<file path="config.mk">
export PLATFORM = sky130hd
export DESIGN_NAME = double_to_long_converter
export DESIGN_NICKNAME = d
export VERILOG_FILES = /design/src/rtl/double_fp_pkg.sv /design/src/rtl/double_to_long_converter.sv
export SDC_FILE = /design/constraint.sdc
export NUM_CORES = 1
export LEC_CHECK = 0
export CORE_UTILIZATION = 53
export CTS_BUF_LIST = sky130_fd_sc_hd__clkbuf_2 sky130_fd_sc_hd__clkbuf_4 sky130_fd_sc_hd__clkbuf_8
export CTS_CLUSTER_SIZE = 25
export DETAILED_ROUTE_END_ITERATION = 7
export PLACE_DENSITY = 0.82
export SKIP_LAST_GASP = 1
export SYNTH_ARGS = -nofsm -noshare
export SYNTH_HDL_FRONTEND = slang
export SYNTH_SLANG_ARGS = --single-unit
</file>
<file path="constraint.sdc">
create_clock -name clk -period 7.4 [get_ports clk]
set_clock_uncertainty 0.05 [all_clocks]
set_input_delay 1.48 -clock clk [delete_from_list [all_inputs] [get_ports clk]]
set_output_delay 1.48 -clock clk [all_outputs]
set_load 0.05 [all_outputs]
</file>
<file path="src/rtl/double_fp_pkg.sv">
// Shared IEEE-754 double field constants and the converter state encoding.
// The divider stage imports the same bias and field-width constants.
package double_fp_pkg;

  localparam int          MANT_W       = 52;
  localparam logic [11:0] EXP_BIAS     = 12'd1023;
  localparam logic [10:0] EXP_ALL_ONES = 11'd2047;

  localparam logic [63:0] INT64_MAX = 64'h7FFF_FFFF_FFFF_FFFF;
  localparam logic [63:0] INT64_MIN = 64'h8000_0000_0000_0000;

  localparam logic [2:0] ST_GET_A   = 3'd0;
  localparam logic [2:0] ST_UNPACK  = 3'd1;
  localparam logic [2:0] ST_SPECIAL = 3'd2;
  localparam logic [2:0] ST_ALIGN   = 3'd3;
  localparam logic [2:0] ST_PACK    = 3'd4;
  localparam logic [2:0] ST_PUT_Z   = 3'd5;

  typedef enum logic [2:0] {
    GET_A   = ST_GET_A,
    UNPACK  = ST_UNPACK,
    SPECIAL = ST_SPECIAL,
    ALIGN   = ST_ALIGN,
    PACK    = ST_PACK,
    PUT_Z   = ST_PUT_Z
  } state_t;

endpackage

</file>
<file path="src/rtl/double_to_long_converter.sv">
// Double -> signed 64-bit integer, truncating toward zero and saturating.
// The mantissa is aligned one bit per cycle; stb/ack handshake on both sides.
module double_to_long_converter
  import double_fp_pkg::*;
#(
  parameter logic [63:0] NAN_RESULT = 64'h8000_0000_0000_0000
) (
  input  logic        clk,
  input  logic        rst,
  input  logic [63:0] input_a,
  input  logic        input_a_stb,
  output logic        input_a_ack,
  output logic [63:0] output_z,
  output logic        output_z_stb,
  input  logic        output_z_ack
);

  state_t             state_r;
  logic [63:0]        a_r;
  logic [63:0]        mant_r;
  logic               sign_r;
  logic signed [11:0] exp_r;
  logic [5:0]         cnt_r;

  logic               exp_max_s;
  logic               frac_nz_s;
  logic [5:0]         shift_n_s;

  // Field decode and alignment distance |E - 52| (only used when 0 <= E <= 62).
  always_comb begin
    exp_max_s = (a_r[62:52] == EXP_ALL_ONES);
    frac_nz_s = |a_r[MANT_W-1:0];
    if (exp_r[5:0] > 6'(MANT_W)) begin
      shift_n_s = exp_r[5:0] - 6'(MANT_W);
    end else begin
      shift_n_s = 6'(MANT_W) - exp_r[5:0];
    end
  end

  // Conversion FSM with registered handshake and result outputs.
  always_ff @(posedge clk or posedge rst) begin
    if (rst) begin
      state_r      <= GET_A;
      a_r          <= 64'd0;
      mant_r       <= 64'd0;
      sign_r       <= 1'b0;
      exp_r        <= 12'sd0;
      cnt_r        <= 6'd0;
      input_a_ack  <= 1'b0;
      output_z     <= 64'd0;
      output_z_stb <= 1'b0;
    end else begin
      case (state_r)
        GET_A: begin
          if (input_a_ack && input_a_stb) begin
            a_r         <= input_a;
            input_a_ack <= 1'b0;
            state_r     <= UNPACK;
          end else begin
            input_a_ack <= 1'b1;
          end
        end

        UNPACK: begin
          sign_r  <= a_r[63];
          exp_r   <= $signed({1'b0, a_r[62:52]} - EXP_BIAS);
          mant_r  <= {11'd0, 1'b1, a_r[MANT_W-1:0]};
          state_r <= SPECIAL;
        end

        SPECIAL: begin
          if (exp_max_s && frac_nz_s) begin
            output_z     <= NAN_RESULT;
            output_z_stb <= 1'b1;
            state_r      <= PUT_Z;
          end else if (exp_max_s || (exp_r >= 12'sd63)) begin
            // -2^63 lands here and its saturated value is also the exact one.
            output_z     <= sign_r ? INT64_MIN : INT64_MAX;
            output_z_stb <= 1'b1;
            state_r      <= PUT_Z;
          end else if (exp_r[11]) begin
            output_z     <= 64'd0;
            output_z_stb <= 1'b1;
            state_r      <= PUT_Z;
          end else if (shift_n_s == 6'd0) begin
            state_r <= PACK;
          end else begin
            cnt_r   <= shift_n_s;
            state_r <= ALIGN;
          end
        end

        ALIGN: begin
          if (exp_r > 12'sd52) begin
            mant_r <= mant_r << 1;
          end else begin
            mant_r <= mant_r >> 1;
          end
          cnt_r <= cnt_r - 6'd1;
          if (cnt_r == 6'd1) begin
            state_r <= PACK;
          end else begin
            state_r <= ALIGN;
          end
        end

        PACK: begin
          output_z     <= sign_r ? (64'd0 - mant_r) : mant_r;
          output_z_stb <= 1'b1;
          state_r      <= PUT_Z;
        end

        PUT_Z: begin
          if (output_z_stb && output_z_ack) begin
            output_z_stb <= 1'b0;
            state_r      <= GET_A;
          end else begin
            output_z_stb <= 1'b1;
          end
        end

        default: begin
          input_a_ack  <= 1'b0;
          output_z_stb <= 1'b0;
          state_r      <= GET_A;
        end
      endcase
    end
  end

endmodule

</file>
# After elaboration in Yosys (flattened, before gate mapping)

Index checks and enable logic that the tools add are counted.

Bitwise operators: 1
Add/subtract/negate cells: 5
Equal/unequal tests: 14
Magnitude comparators: 3
Reduce and logical (&&, ||, !) cells: 17
Multiplexer cells: 29

Operators by type and width:

| operator                                                                          | count |
|---|---|
| 64-bit two-way mux                                                                | 6 |
| 64-bit case mux with 2 select lines                                               | 2 |
| 1-bit by 64-bit subtractor with 64-bit output (first input constant)              | 1 |
| 52-bit OR reduction                                                               | 1 |
| 6-bit two-way mux                                                                 | 5 |
| 3-bit two-way mux                                                                 | 7 |
| 3-bit case mux with 6 select lines                                                | 1 |
| 12-bit by 7-bit >= comparator with 1-bit output (second input constant)           | 1 |
| 12-bit by 7-bit greater-than comparator with 1-bit output (second input constant) | 1 |
| 2-bit != test (second input constant)                                             | 6 |
| 6-bit case mux with 2 select lines                                                | 1 |
| 11-bit by 10-bit subtractor with 12-bit output (second input constant)            | 1 |
| 11-bit equality test (second input constant)                                      | 1 |
| 2-bit AND reduction                                                               | 4 |
| 3-bit by 2-bit equality test with 1-bit output (second input constant)            | 2 |
| 3-bit equality test (second input constant)                                       | 2 |
| 6-bit by 1-bit equality test with 1-bit output (second input constant)            | 1 |
| 6-bit greater-than comparator (second input constant)                             | 1 |
| 6-bit zero test                                                                   | 1 |
| 2-bit nonzero test                                                                | 3 |
| 6-bit by 1-bit subtractor with 6-bit output (second input constant)               | 1 |
| 6-bit subtractor (first input constant)                                           | 1 |
| 6-bit subtractor (second input constant)                                          | 1 |
| 1-bit two-way mux                                                                 | 5 |
| other kinds (11)                                                                  | 13 |

Word-level logic and storage cells: 78
Input port bits: 68
Flip-flop bits (word level): 216
Output and inout port bits: 66

# Longest topological paths before layout

Gate-level depths: netlist (run 1).

Depth after elaboration: 8
Gate-level depth with buffers: 11

# Worst setup path before layout (run 1)

OpenSTA, ideal clock, no wires.

Path type: input-to-reg
Start: in input_a_stb
End: reg a_r[10]
Stages: 4
Path slack: 4.657 ns
Arrival time: 2.568 ns
Library setup time: 0.125 ns
Path buffers: 2
Required time: 7.225 ns
Cells stage by stage: nand3_1 -> clkbuf_1 -> clkbuf_1 -> mux2_2

Longest elaborated chain between the ends: 2

Ends and longest elaborated chain:

| what                                 | RTL line                       | source |
|---|---|---|
| start: declaration                   | double_to_long_converter.sv:11 | `input logic input_a_stb,` |
| 1-bit logical AND                    | double_to_long_converter.sv:55 | `if (input_a_ack && input_a_stb) begin` |
| 2-bit AND reduction (no source line) | --                             |  |
| end signal: assignment               | double_to_long_converter.sv:56 | `a_r <= input_a;` |
| end: declaration                     | double_to_long_converter.sv:19 | `logic [63:0] a_r;` |

No other way between the ends.
A chain may end at the register's enable or synchronous reset.

# Worst setup path in the final report (run 1)

Start: reg state_r[1]
End: reg output_z[62]

Longest elaborated chain between the ends: 3

Ends and longest elaborated chain:

| what                                                                                  | RTL line                        | source |
|---|---|---|
| start: declaration                                                                    | double_to_long_converter.sv:18  | `state_t state_r;` |
| start signal: assignment                                                              | double_to_long_converter.sv:43  | `state_r <= GET_A;` |
| start signal: assignment                                                              | double_to_long_converter.sv:58  | `state_r <= UNPACK;` |
| start signal: assignment                                                              | double_to_long_converter.sv:68  | `state_r <= SPECIAL;` |
| 3-bit by 2-bit equality test with 1-bit output or 3-bit equality test (tied branches) | double_to_long_converter.sv:53  | `case (state_r)` |
| 4-bit != test (no source line) or 2-bit nonzero test (tied branches)                  | --                              |  |
| 2-bit AND reduction (no source line)                                                  | --                              |  |
| end signal: assignment                                                                | double_to_long_converter.sv:78  | `output_z <= sign_r ? INT64_MIN : INT64_MAX;` |
| end signal: assignment                                                                | double_to_long_converter.sv:108 | `output_z <= sign_r ? (64'd0 - mant_r) : mant_r;` |
| end: declaration                                                                      | double_to_long_converter.sv:13  | `output logic [63:0] output_z,` |

Parallel ways exist; a longest one is shown, timed or not.

==> flow_metrics.py, run 1 <==
metrics = {
    "timing": {
        "slew_headroom": 0.225,
        "rsz0062_at_grt": "no",
        "min_period_ps": 3510,
        "max_freq_mhz": 285,
        "finalMaxSlewViolations": 0,
        "hold_violations": 0,
        "finalCritPeriodShare": 0.474,
        "setup_viol": 0,
        "worst_slew_pin_slew_ps": 1160,
        "tns_ps": 0,
    },
    "setup_path": {
        "crit_path_cell_trace": "nor2_1 -> nand2_1 -> o21ai_0 -> o21a_2 -> buf_4 -> o22ai_1",
        "reg2regPathDepth": 6,
        "cp-end-kind": "flop",
        "cpMaxStageDelayCell": "dfrtp_4",
        "reg2reg_slack_ps": 3890,
        "r2r-end": "output_z[62]",
        "critPathKind": "reg -> reg",
        "cp-start-kind": "flop",
        "max_stage_delay_ps": 640,
        "required_ps": 7720,
        "crit_fanout": 53,
        "reg2reg_from": "state_r[1]",
        "cp.arrival_ps": 3830,
    },
    "place": {
        "placed_area_mm2": 0.0133,
        "hpwl_um": 18800,
        "portBuffers": 133,
        "place_congestion": 0.840,
    },
    "global_route": {
        "grt_overflow_total": 0,
        "antenna_found_initial": 0,
        "grt_max_degree": 115,
        "grt_pass1_wl_um": 46700,
        "grt_util_all_layers": 0.256,
        "first_global_vias": 9180,
    },
    "detailed_routing": {
        "wire_per_inst_um": 17.9,
        "firstDrtPassIters": 5,
        "drtAntennaViolNets": 0,
        "via_count": 9628,
        "dr.first_iter.drc_count": 749,
        "met2_length_um": 13500,
        "route.detailed.drc": 0,
        "routed.top_layer": "met4",
        "totalWireLength_um": 28600,
        "met3RoutedLength_um": 1710,
        "via_per_inst": 6.00,
        "drt-met1-wl_um": 12400,
    },
    "clock_tree": {
        "numCtsBuffers": 38,
        "post_cts.repair.setup_buffers": 0,
        "clk-insertion-delay-late_ps": 550,
        "clockBufferDepth": 3,
        "cts.clk_slew.worst_paths_ps": 60,
        "clock_sinks": 216,
        "cts_hold_buf": 0,
        "htree_num_levels": 2,
        "cts_resized": 0,
        "cts_tree": "done",
        "cts-root-buf": "clkbuf_8",
    },
    "yosys": {
        "avgSynthCellArea_um2": 9.79,
        "synth_most_common_cell": "dfrtp_1",
        "synth.top_cells.by_count": "dfrtp_1 (216), nor2_1 (175), nand2_1 (90)",
        "synthTopCellsByArea": "dfrtp_1 (46%), mux2_2 (6.3%), mux2i_1 (6.1%), nor2_1 (5.5%), xnor2_1 (4.1%)",
        "synth_nets": 1291,
        "synthXorXnorAreaFrac": 0.0457,
        "synth.distinct_cells": 69,
        "ys_seq_area_frac": 0.455,
        "synth_warnings": 0,
        "synth_top_family_by_area": "compound AO/OA/AOI/OAI gates",
        "synth-seq-cells": 216,
        "synthMuxAreaShare": 0.123,
        "syn_inst": 1212,
        "synth_area_mm2": 0.0119,
        "synth_edf_count": 0,
        "synthArstFlopShare": 1.00,
        "synth_compound_area_frac": 0.172,
        "synthSimpleGateAreaFrac": 0.150,
        "yosysTopAreaCell": "dfrtp_1",
        "synth_adder_area_share": 0.0116,
        "synthFlopType": "dfrtp_1",
        "synthDominantCellAreaShare": 0.455,
    },
    "die": {
        "fp.dieArea_mm2": 0.0230,
        "initial_core_util": 0.542,
        "io_pins": 134,
        "fp.dieW_um": 152,
        "die_h_um": 152,
        "core_area_mm2": 0.0219,
        "fp-row-count": 54,
    },
    "final_layout": {
        "finish.utilization": 0.643,
        "final_nets": 1379,
        "area_delta_synth_final_pct": 18.5,
        "antennaDiodeCount": 0,
        "fillers": 1773,
        "fin_area_mm2": 0.0141,
        "drive_gt1_frac": 0.138,
    },
    "status": {
        "outcome": "complete, no violations",
    },
    "power_and_ir_drop": {
        "p_leak_nw": 5.89,
        "vdd_drop_max_v": 0.000242,
        "power_per_cell_area_mw_per_mm2": 523,
    },
    "run": {
        "maxCapViolCount": 0,
    },
    "worst_hold_path": {
        "hold_path.class": "reg -> reg",
        "holdPathEnd": "exp_r[0]",
        "worstHoldStart": "a_r[52]",
        "min_path_cells": 1,
    },
}
[metrics by stage]
step / hold slack, ps / setup WS [ps] / std cells / total power (W)
after detailed placement: 451 / 3860 / 1540 / 0.00620
after global placement: 408 / 3910 / 1540 / 0.00606
after global routing: 472 / 3760 / 1604 / 0.00785
after CTS: 460 / 4030 / 1604 / 0.00737
after floorplan: 394 / 3060 / 1212 / 0.00517
final: 462 / 3890 / 1604 / 0.00735
[placed cells by master, fill, tap and decap left out, types with 4 or more instances in the layout]
master	netlist	final
or4_1	4	4
nand2_1	90	89
nor3_1	13	13
dfrtp_1	216	215
mux2i_1	72	72
inv_1	20	19
o41ai_1	7	7
nor4_1	20	20
a21oi_1	76	75
buf_4	1	11
clkbuf_4	0	12
or3_1	8	8
xor2_1	7	7
a21o_1	48	48
a31oi_1	15	14
o21ai_0	18	18
mux2_2	66	66
o31ai_1	16	16
and3_1	10	10
o41ai_2	13	13
o22ai_1	10	10
clkbuf_8	1	46
nand3_1	18	17
clkdlybuf4s50_1	0	133
a211oi_1	52	52
o21ai_1	13	13
nor2_1	175	174
nand4_1	5	5
ha_1	11	11
clkinvlp_4	0	4
a211o_1	4	4
xnor2_1	55	55
[how the worst max path moves through the flow]
stage | cells past startpoint | end | start
after floorplan | 1 | a_r[0] | rst
after global placement | 3 | a_r[28] | input_a_stb
after detailed placement | 3 | a_r[4] | input_a_stb
after CTS | 6 | output_z[57] | state_r[1]
after global routing | 6 | output_z[61] | state_r[1]
final | 6 | output_z[62] | state_r[1]
[registers in the layout, indices dropped and copies added, names as in the netlist]
register,count
a_r,64
mant_r,64
output_z,64
exp_r,12
cnt_r,6
state_r,3
input_a_ack,1
output_z_stb,1
sign_r,1
[layout make-up]
type,count,area [um2],share of cell area
timing repair buffer,144,1410,0.101
clock buffer,58,723,0.0514
sequential,216,5410,0.385
clock inverter,6,66.3,0.00471
inverter,21,82.6,0.00587
multi-input combinational,879,6020,0.428
tap,280,350,0.0249
[cell families after synthesis]
logic type,count (synthesis)
simple gates,377
buf+inv,117
mux,138
fa+ha+maj,11
xor+xnor,62
compound gates,291
flops,216
[critical path, delay by kind of cell, from the launching register on]
family | cells | cell delay (ps)
compound gates | 3 | 810
flops | 1 | 640
simple gates | 2 | 1260
buf+inv | 1 | 530
[where the power goes]
part | internal, W | switching [W] | total [W] | leakage (nW)
combinational | 0.00151 | 0.00226 | 0.00377 | 2.88
sequential | 0.00177 | 0.000667 | 0.00244 | 2.60
clock | 0.000657 | 0.000490 | 0.00115 | 0.409
total | 0.00394 | 0.00341 | 0.00735 | 5.89
[layer usage]
metal	track usage	vias to the layer above
met3	0.0380	82
met5	0	-
met1	0.347	4699
met2	0.409	327
li1	-	4520
met4	0.108	0
Power figures use the tool's default switching activity.
==> run 2, diff against run 1 <==
Settings changed: CORE_UTILIZATION 53 to 55, PLACE_DENSITY 0.82 to 0.81.
Clock period 7.4 ns to 3.3 ns, I/O delays scaled along.
==> flow_metrics.py, run 2 (synthesis gave the netlist of run 1 again) <==
metrics = {
    "status": {
        "outcome": "complete, no violations",
    },
    "place": {
        "pre_cts_ws_ps": 543,
        "dp.cells": 1551,
        "hpwl_um": 19200,
        "place_congestion": 0.822,
        "portBuffers": 133,
        "placed_area_mm2": 0.0135,
    },
    "setup_path": {
        "cp.arrival_ps": 3130,
        "crit_path_cell_trace": "inv_1 -> ha_1 -> a21oi_1 -> nand3_1 -> a31oi_4 -> buf_12 -> mux2i_1 -> a211oi_1 -> a21o_1",
        "max_stage_delay_ps": 620,
        "critPathKind": "reg -> reg",
        "cp-start-kind": "flop",
        "cp-end-kind": "flop",
        "cpMaxStageDelayCell": "a31oi_4",
        "crit_fanout": 19,
        "required_ps": 3670,
    },
    "clock_tree": {
        "cts_resized": 0,
        "post_cts.repair.setup_buffers": 0,
        "numCtsBuffers": 37,
        "cts-root-buf": "clkbuf_8",
        "htree_num_levels": 2,
        "cts_tree": "done",
        "clk-insertion-delay-late_ps": 530,
        "clock_sinks": 216,
        "cts_hold_buf": 0,
        "cts.clk_slew.worst_paths_ps": 60,
        "clockBufferDepth": 3,
    },
    "timing": {
        "rsz0062_at_grt": "no",
        "worst_slew_pin_slew_ps": 843,
        "finalCritPeriodShare": 0.836,
        "max_freq_mhz": 363,
        "hold_violations": 0,
        "min_period_ps": 2760,
        "setup_ws_ps": 542,
        "setup_viol": 0,
        "slew_headroom": 0.436,
        "finalMaxSlewViolations": 0,
        "tns_ps": 0,
    },
    "final_layout": {
        "fin_area_mm2": 0.0142,
        "final_nets": 1394,
        "drive_gt1_frac": 0.149,
        "fillers": 1597,
        "layout_common_cells": "dfrtp_1 (215), nor2_1 (174), clkdlybuf4s50_1 (133)",
        "top_regs": "a_r: 64 flops, mant_r: 64 flops, output_z: 64 flops",
        "antennaDiodeCount": 0,
        "area_delta_synth_final_pct": 20.0,
        "layout.cells.non_filler": 1616,
        "layout_commonest_cell": "dfrtp_1",
    },
    "global_route": {
        "grt_pass1_wl_um": 46200,
        "grt_max_degree": 123,
        "first_global_vias": 9063,
        "antenna_found_initial": 0,
        "grt_overflow_total": 0,
        "grt_util_all_layers": 0.259,
    },
    "die": {
        "fp.dieW_um": 149,
        "core_area_mm2": 0.0211,
        "die_h_um": 149,
        "fp.dieArea_mm2": 0.0222,
        "initial_core_util": 0.563,
        "fp-row-count": 53,
        "io_pins": 134,
    },
    "run": {
        "maxCapViolCount": 0,
    },
    "power_and_ir_drop": {
        "switching_share": 0.462,
        "p_leak_nw": 6.00,
        "switching_power_w": 0.00765,
        "p_int_w": 0.00890,
        "power_per_cell_area_mw_per_mm2": 1160,
        "vdd_drop_max_v": 0.000575,
        "p_seq_frac": 0.333,
        "clock_power_share": 0.150,
        "pwr-share-comb": 0.516,
    },
    "worst_hold_path": {
        "hold_path.class": "reg -> reg",
    },
    "detailed_routing": {
        "firstDrtPassIters": 5,
        "drtAntennaViolNets": 0,
        "via_per_inst": 5.88,
        "route.detailed.drc": 0,
        "via_count": 9506,
        "totalWireLength_um": 28200,
        "wire_per_inst_um": 17.4,
        "dr.first_iter.drc_count": 657,
    },
}
[run 2: metal layers]
| layer | share of wire | vias up | GRT usage | wire [um] |
|---|---|---|---|---|
| li1 | - | 4556 | - | - |
| met1 | 0.45 | 4650 | 0.362 | 12700 |
| met2 | 0.48 | 252 | 0.418 | 13500 |
| met3 | 0.044 | 48 | 0.0333 | 1240 |
| met4 | 0.025 | 0 | 0.0862 | 692 |
| met5 | 0 | - | 0 | 0 |
[run 2: area by class of cell]
type	instances	area, um2	area share
Tap cell	275	344	0.0242
Clock buffer	60	738	0.0518
Inverter	21	82.6	0.00580
Clock inverter	5	27.5	0.00193
Multi-Input combinational cell	879	6020	0.423
Sequential cell	216	5410	0.380
Timing Repair Buffer	160	1620	0.114
[run 2: path summary, 6_finish.rpt]
check,to,from,slack [ps],depth (start not counted)
min,sign_r,a_r[63],440,2
min in group asynchronous,a_r[2],rst,600,3
max,mant_r[48],exp_r[2],540,9
max in group asynchronous,a_r[18],rst,2030,3
min reg2reg,sign_r,a_r[63],440,2
max reg2reg,mant_r[48],exp_r[2],540,9
[run 2: critical path, delay by kind of cell (launching register included)]
family                   cells  cell delay [ps]
AND/OR/NAND/NOR              1              240
adder cells (fa/ha/maj)      1              260
multiplexers                 1              250
buffers and inverters        2              370
AO/OA/AOI/OAI                4             1020
flip-flops                   1              460
[run 2: through the flow]
| stage | power (W) | utilization | hold slack [ps] |
|---|---|---|---|
| after detailed placement | 0.0141 | 0.639 | 419 |
| after global placement | 0.0138 | 0.639 | 420 |
| after CTS | 0.0166 | 0.676 | 432 |
| final | 0.0165 | 0.676 | 439 |
| after global routing | 0.0176 | 0.676 | 484 |
| after floorplan | 0.0116 | - | 394 |
[run 2: power groups by stage]
stage                     Clock [W]  Combinational (W)  Sequential [W]
after global routing        0.00264            0.00931         0.00569
after floorplan                   0            0.00530         0.00629
after global placement            0            0.00832         0.00546
after CTS                   0.00252            0.00856         0.00549
after detailed placement          0            0.00853         0.00552
final                       0.00249            0.00854         0.00551
